## config.mk

```make
export PLATFORM = sky130hd
export DESIGN_NAME = alu_serial_ctrl
export DESIGN_NICKNAME = d
export VERILOG_FILES = /design/src/rtl/alu_serial_ctrl.sv
export SDC_FILE = /design/constraint.sdc
export NUM_CORES = 1
export LEC_CHECK = 0
export ABC_CLOCK_PERIOD_IN_PS = 3850
export CAP_MARGIN = 20
export CORE_UTILIZATION = 51
export DETAILED_ROUTE_END_ITERATION = 6
export HOLD_SLACK_MARGIN = 0.12
export MAX_ROUTING_LAYER = met4
export PLACE_DENSITY_LB_ADDON = 0.2
export SLEW_MARGIN = 20
export SYNTH_ARGS = -nofsm -noshare
export SYNTH_HDL_FRONTEND = slang
export SYNTH_SLANG_ARGS = --single-unit
export TNS_END_PERCENT = 30
```

## constraint.sdc

```tcl
create_clock -name clk -period 3.85 [get_ports clk]
set_input_delay 0.77 -clock clk [delete_from_list [all_inputs] [get_ports clk]]
set_output_delay 0.77 -clock clk [all_outputs]
set_load 0.01 [all_outputs]
```

## src/rtl/alu_serial_ctrl.sv

```systemverilog
// Bit-serial ALU controller: captures a 16-bit operation on Start, runs one
// 1-bit ALU slice per clock LSB-first, then presents Result and flags.
module alu_serial_ctrl (
    input  logic        clk,
    input  logic        rst,
    input  logic        start,
    input  logic [2:0]  op,
    input  logic [15:0] a,
    input  logic [15:0] b,
    output logic [2:0]  s,
    output logic [3:0]  bit_index,
    output logic        busy,
    output logic        done,
    output logic [15:0] result,
    output logic        carry_out,
    output logic        overflow,
    output logic        zero
);

    typedef enum logic [1:0] {
        IDLE = 2'b00,
        RUN  = 2'b01,
        DONE = 2'b10
    } state_t;

    state_t      state_r;
    state_t      state_next_s;

    logic [2:0]  op_r;
    logic [15:0] a_r;
    logic [15:0] b_r;
    logic        carry_r;
    logic [2:0]  s_r;
    logic [3:0]  bit_index_r;
    logic        busy_r;
    logic        done_r;
    logic [15:0] result_r;
    logic        carry_out_r;
    logic        overflow_r;
    logic        zero_r;

    logic [1:0]  slice_s;
    logic        is_arith_s;
    logic        last_bit_s;
    logic [15:0] final_result_s;

    // One ALU slice: returns {carry_out, result_bit}; SUB is A + ~B with carry-in 1.
    function automatic logic [1:0] alu_slice(
        input logic [2:0] sel,
        input logic       ai,
        input logic       bi,
        input logic       ci
    );
        logic [1:0] res;
        logic       bx;
        res = 2'b00;
        bx  = ~bi;
        case (sel)
            3'b000, 3'b001: res = {1'b0, ai & bi};
            3'b010:         res = {1'b0, ai | bi};
            3'b011:         res = {1'b0, ai ^ bi};
            3'b100, 3'b101: res = {(ai & bi) | (ai & ci) | (bi & ci), ai ^ bi ^ ci};
            3'b110, 3'b111: res = {(ai & bx) | (ai & ci) | (bx & ci), ai ^ bx ^ ci};
            default:        res = 2'b00;
        endcase
        return res;
    endfunction

    assign slice_s        = alu_slice(op_r, a_r[bit_index_r], b_r[bit_index_r], carry_r);
    assign is_arith_s     = op_r[2];
    assign last_bit_s     = (bit_index_r == 4'd15);
    assign final_result_s = {slice_s[0], result_r[14:0]};

    // State register.
    always_ff @(posedge clk or posedge rst) begin
        if (rst) begin
            state_r <= IDLE;
        end else begin
            state_r <= state_next_s;
        end
    end

    // Next-state decode; DONE always falls back to IDLE after one cycle.
    always_comb begin
        state_next_s = state_r;
        case (state_r)
            IDLE: begin
                if (start) begin
                    state_next_s = RUN;
                end else begin
                    state_next_s = IDLE;
                end
            end
            RUN: begin
                if (last_bit_s) begin
                    state_next_s = DONE;
                end else begin
                    state_next_s = RUN;
                end
            end
            DONE:    state_next_s = IDLE;
            default: state_next_s = IDLE;
        endcase
    end

    // Operand capture, serial datapath and registered outputs.
    always_ff @(posedge clk or posedge rst) begin
        if (rst) begin
            op_r        <= 3'b000;
            a_r         <= 16'h0000;
            b_r         <= 16'h0000;
            carry_r     <= 1'b0;
            s_r         <= 3'b000;
            bit_index_r <= 4'd0;
            busy_r      <= 1'b0;
            done_r      <= 1'b0;
            result_r    <= 16'h0000;
            carry_out_r <= 1'b0;
            overflow_r  <= 1'b0;
            zero_r      <= 1'b1;
        end else begin
            case (state_r)
                IDLE: begin
                    if (start) begin
                        op_r        <= op;
                        a_r         <= a;
                        b_r         <= b;
                        carry_r     <= (op[2:1] == 2'b11);
                        s_r         <= op;
                        bit_index_r <= 4'd0;
                        busy_r      <= 1'b1;
                        done_r      <= 1'b0;
                    end
                end
                RUN: begin
                    result_r[bit_index_r] <= slice_s[0];
                    if (is_arith_s) begin
                        carry_r <= slice_s[1];
                    end
                    if (last_bit_s) begin
                        // Flags only change here, so they hold through RUN.
                        s_r         <= 3'b000;
                        bit_index_r <= 4'd0;
                        done_r      <= 1'b1;
                        carry_out_r <= is_arith_s ? slice_s[1] : 1'b0;
                        overflow_r  <= is_arith_s ? (carry_r ^ slice_s[1]) : 1'b0;
                        zero_r      <= (final_result_s == 16'h0000);
                    end else begin
                        bit_index_r <= bit_index_r + 4'd1;
                    end
                end
                DONE: begin
                    done_r <= 1'b0;
                    busy_r <= 1'b0;
                end
                default: begin
                    s_r         <= 3'b000;
                    bit_index_r <= 4'd0;
                    busy_r      <= 1'b0;
                    done_r      <= 1'b0;
                end
            endcase
        end
    end

    assign s         = s_r;
    assign bit_index = bit_index_r;
    assign busy      = busy_r;
    assign done      = done_r;
    assign result    = result_r;
    assign carry_out = carry_out_r;
    assign overflow  = overflow_r;
    assign zero      = zero_r;

endmodule

```

==> qor.csv <==
metric,value,unit
n_antenna_cell,0,
top_layer,met4,
hold_viol,0,
final_max_slew_viol_count,0,
hp-class,register to register,
gr-total-overflow,0,
cts-buffers-inserted,9,
syn-num-nets,280,
htreeDepth,3,
initial_core_util,54.5,%
critical_path_class,register to register,
fin_ws,0.584,ns
worstPathCellList,mux4_1 -> mux4_2 -> inv_1 -> ha_1 -> xnor2_1 -> a211oi_1 -> a21o_1 -> mux2_2,
crit_path_max_incr_delay,0.65,ns
p_comb_share,45.1,%
synth_area,3070,µm²
swShare,34.6,%
setup-violations-final,0,
die_w,79.6,µm
nets,348,
post_cts_buffers,0,
holdPathStages,2,
period_share,84.8,%
vias,2131,
wl_met2,3080,µm
holdBufCountCts,0,
peakVddDrop,0.412,mV
p_sw,1.21,mW
clk_pin_slew_worst_paths,0.07,ns
wl_per_cell,16.6,µm
cts_resized,0,
core,5640,µm²
core.rowCount,27,
dp_slack,0.580,ns
dp_cells,364,
pin_count,66,
worstSetupPathDepth,8,
met3_length,265,µm
drc,0,
drtAntennaViolNets,0,
async_reset_ff_share,100,%
crit_path_end_kind,register,
seq_area_frac_synth,53.8,%
clkPwrFrac,17.7,%
power_density,875,nW/µm²
gp_congestion,0.777,
gr-usage-all-layers,23.6,%
grt_pass1_vias,2138,
cp_max_fo,17,
period_needed,3.27,ns
fin_area,4010,µm²
rsz0062_at_grt,no,
hold_ws,0.479,ns
final_util,71.0,%
leakagePower,1.70,nW
power,3.50,mW
grt_max_degree,44,
yosys_register_bits,66,
cp_top_family,multiplexers,
placed_area,3790,µm²
m1WireLength,2820,µm
mostFrequentLayoutCells,"dfrtp_1, clkdlybuf4s50_1, mux2_2, nand2_1, clkbuf_8",
cts_buffer_depth,2,
maxCapViolCount,0,
viasPerCell,5.61,
routed_wl,6320,µm
grt_pass1_wl,10600,µm
drive_gt1_share,25.6,%
clk_latency,0.34,ns
finClkSkew,0.0102,ns
max_slew_margin,63.7,%
p_int,2.29,mW
antenna_found_initial,0,
seq_power_share,37.3,%
die_h,79.6,µm
rr_worst_depth,8,
cts.root.buffer_cell,clkbuf_8,
worst_path_max_delay_cell,dfrtp_1,
fmax,0.306,GHz
ys_warn_count,0,
synth_edf_count,0,
dp_hpwl,4700,µm
crit_arrival,3.55,ns
dr.first_iter.drc_count,196,
dr.pass1.iters,4,
avgSynthCellArea,13.1,µm²
setup-tns-final,0,ns
crit_required,4.13,ns
worstPathBufferInverterCount,1,
fin_cells,380,
die_area,6340,µm²
synthDistinctLibCells,33,
ys.flop_type,dfrtp_1,
start_kind,register,
cts_tree,built,
io_buffers,65,
numClockSinks,66,
synthCells,235,
outcome,"finished, final reports clean",
layout-area-overhead-vs-synth,30.4,%
tightest_slew,0.544,ns
state kept, by name, indices dropped and copies added, names as in the netlist:
name       flops
busy           1
carry_out      1
done           1
result        16
bit_index      4
zero           1
state_r        2
carry_r        1
a_r           16
overflow       1
b_r           16
op_r           3
s              3
power groups by stage:
| stage | Clock (mW) | Combinational [mW] | Sequential, mW |
|---|---|---|---|
| after floorplan | 0 | 1.09 | 1.25 |
| after global placement | 0 | 1.54 | 1.29 |
| after detailed placement | 0 | 1.59 | 1.32 |
| after CTS | 0.631 | 1.60 | 1.31 |
| after global routing | 0.661 | 1.74 | 1.35 |
| final | 0.620 | 1.58 | 1.31 |
cells in the mapped netlist (4+ instances only):
master	count	area share, %
ha_1	7	2.9
dfrtp_1	65	53
inv_1	7	0.86
clkbuf_1	8	0.98
mux4_1	4	3.4
nand2_1	27	3.3
mux2_2	52	19
o21ai_0	7	1.1
nor2_1	12	1.5
mux4_2	6	4.4
a22o_1	5	1.4
metal layers:
| metal | GRT usage [%] | up-vias |
|---|---|---|
| met2 | 36.3 | 72 |
| met4 | 12.7 | 0 |
| met5 | - | - |
| met1 | 29.5 | 1064 |
| li1 | - | 982 |
| met3 | 4.46 | 13 |
final timing paths:
path                                   start   endpoint  slack (ns)
worst min register to register          zero       zero        0.48
worst max-delay path            bit_index[2]  result[7]        0.58
max in group asynchronous                rst       zero        2.15
worst min-delay path                    zero       zero        0.48
min in group asynchronous                rst     a_r[7]        0.77
worst max register to register  bit_index[2]  result[7]        0.58
worst reg2reg max path: stages (launching register included):
cell	delay (ns)
dfrtp_1	0.65
mux4_1	0.63
mux4_2	0.52
inv_1	0.10
ha_1	0.25
xnor2_1	0.15
a211oi_1	0.25
a21o_1	0.40
mux2_2	0.25
logic make-up (layout without fill, tap and decap cells):
| logic type | Yosys count | count (layout) | synth area share, % |
|---|---|---|---|
| and+or+nand+nor | 56 | 56 | 8.18 |
| buffers and inverters | 18 | 91 | 2.52 |
| xor gates and xnor gates | 1 | 1 | 0.285 |
| DFF | 66 | 66 | 53.8 |
| muxes | 63 | 63 | 27.2 |
| AOI/OAI and AO/OA | 24 | 24 | 5.17 |
| adders and majority gates | 7 | 7 | 2.85 |
final cells by class:
class	count	area (µm²)
clock inverter	1	30.0
inverter	7	26.3
timing repair buffer	68	673
tap	72	90.1
sequential	66	1650
clock buffer	15	186
fill	405	1640
multi-input combinational	151	1350
(Power assumes the default switching activity.)
==> edit: new RTL, same settings <==
Reset style: synchronous (`rst`), changed in 2 clocked blocks.
--- a/src/rtl/alu_serial_ctrl.sv
+++ b/src/rtl/alu_serial_ctrl.sv
@@ -72,7 +72,7 @@
     assign final_result_s = {slice_s[0], result_r[14:0]};
 
     // State register.
-    always_ff @(posedge clk or posedge rst) begin
+    always_ff @(posedge clk) begin
         if (rst) begin
             state_r <= IDLE;
         end else begin
@@ -104,7 +104,7 @@
     end
 
     // Operand capture, serial datapath and registered outputs.
-    always_ff @(posedge clk or posedge rst) begin
+    always_ff @(posedge clk) begin
         if (rst) begin
             op_r        <= 3'b000;
             a_r         <= 16'h0000;
Check against the original RTL: differs if rst is asserted again (counterexample within 4 cycles, from zero or initial values and one cycle with rst high); with rst held inactive, the same outputs for 10 cycles.
==> edit against the original RTL <==
Highest routed layer unchanged; critical endpoint is now zero; die area down 4.9%; sequential cell count stayed put; cell area down 5.4%; routed wire length rose by 3.8%; area after synthesis down 5.0%; first-iteration DRC count is 23% lower; worst setup slack improved by 290 ps; sequential share of layout area shrank 6.4 points.
Power is not compared: it rests on default switching activity, and its combinational part moved more than twofold at a synthesized area within 25%.
==> edit: results (changes against the original RTL) <==
status finished, final reports clean (unchanged); largest net degree at the start of global routing 48 (was 44); Cells after DPL 472 (was 364); fraction of layout cells with a size suffix above 1 0.0795 (was 0.256); wire length per cell 13.5 µm (was 16.6 µm); Worst R2R Path Depth 12 (was 8); Worst-Skew Late Latency 340 ps (about the same); worst hold path depth 2 (unchanged); CP Launch Point bit_index[0] (was bit_index[2]); H-tree Lvls 3 (unchanged); reg2reg end zero (was result[7]); first-pass GRT wire length 11000 µm (was 10600 µm); Hold EP a_r[5] (was zero); Antenna diodes 0 (unchanged); total routed wirelength 6560 µm (was 6320 µm); via count 2652 (was 2131); Post-DP Area 0.00360 mm² (was 0.00379 mm²); vias in the first global route 2460 (was 2138); CP arrival 3240 ps (was 3550 ps); sequential area share after synthesis 0.453 (was 0.538); GP Congestion 0.856 (was 0.777); Lkg Pwr 1.39 nW; max incr delay on CP 740 ps (was 650 ps); Syn Inst Count 351 (was 235); min-delay worst type reg -> reg (unchanged); root buffer cell clkbuf_8 (unchanged); maximum net fanout on the critical path 17 (unchanged); hold_sp a_r[5] (was zero); Initial DRC Count 151 (was 196); gr usage total 0.243 (was 0.236); Worst VDD drop between 200 and 250 µV; Post-CTS Setup Inserts 0 (unchanged); R2R Setup Slk 880 ps (was 580 ps); Post-synth top cells 91 x nand2_1, 66 x dfxtp_1, 46 x a21oi_1 (was 65 x dfrtp_1, 52 x mux2_2, 27 x nand2_1); dpl hpwl 4610 µm (was 4700 µm); filler cell count 481 (was 405); worst clock skew 5.34 ps (was 10.2 ps); Synth cell types 38 (was 33); power density over the cells between 300 and 400 mW/mm²; # nets final 456 (was 348); port bufs 65 (unchanged); synth top area cells dfxtp_1 45%, nand2_1 12%, a21oi_1 7.9% (was dfrtp_1 53%, mux2_2 19%, mux4_2 4.4%); clock buffer depth 2 (unchanged); slowest cell on the critical path dfxtp_1 (was dfrtp_1); Worst-path clk slew 60 ps; Post-synth ARST share 0 (was 1.00); CTS buffer count 9 (unchanged); Syn Nets 396 (was 280); Top FF cell, synth dfxtp_1 (was dfrtp_1); worst slew pin tran 652 ps (was 544 ps); synth warn 0 (unchanged)
edit: area by class of cell:
type,count,area share
clock buffers,13,0.0472
clock inverters,2,0.00264
inverters,6,0.00594
multi-input cells,259,0.394
flip-flops and latches,66,0.349
well taps,72,0.0238
repair buffers,69,0.178
edit: kinds of logic (layout without fill, tap and decap cells):
logic type	count (synthesis)	after routing	share of synthesized area
compound gates	83	83	0.178
buf+inv	26	90	0.0364
mux	8	8	0.0682
fa+ha+maj	7	7	0.0300
xor+xnor	1	1	0.00300
simple gates	160	160	0.232
flops	66	66	0.453
edit: worst max path at each step:
stage | endpoint | cells after the start
after floorplan | result[10] | 12
after global placement | result[15] | 10
after detailed placement | zero | 12
after CTS | zero | 12
after global routing | zero | 12
final | zero | 12
edit: through the flow:
| stage | power, mW | setup slack (ps) | hold slack [ps] |
|---|---|---|---|
| 2_1_floorplan | 0.857 | 866 | 432 |
| 3_3_place_gp | 0.930 | 963 | 441 |
| 3_5_place_dp | 0.935 | 888 | 448 |
| 4_1_cts | 1.48 | 864 | 459 |
| 5_1_grt | 1.53 | 648 | 474 |
| 6_report | 1.47 | 878 | 458 |
edit: power by group:
group          switching (mW)  internal (mW)
clock                   0.247          0.298
combinational          0.0910         0.0926
sequential             0.0242          0.712
total                   0.363           1.10
edit: per-layer routing:
layer | track usage | vias to the layer above | wire length (µm)
met5 | - | - | 0
met4 | 0.0792 | 0 | 68
met3 | 0.0635 | 8 | 297
met2 | 0.412 | 66 | 3290
met1 | 0.278 | 1236 | 2910
li1 | - | 1342 | -
edit: critical path: cells and delay by family (launching register included):
family | cells | cell delay, ps
flops | 1 | 740
mux | 1 | 650
compound gates | 4 | 530
buf+inv | 2 | 300
simple gates | 3 | 280
fa+ha+maj | 1 | 240
xor+xnor | 1 | 150
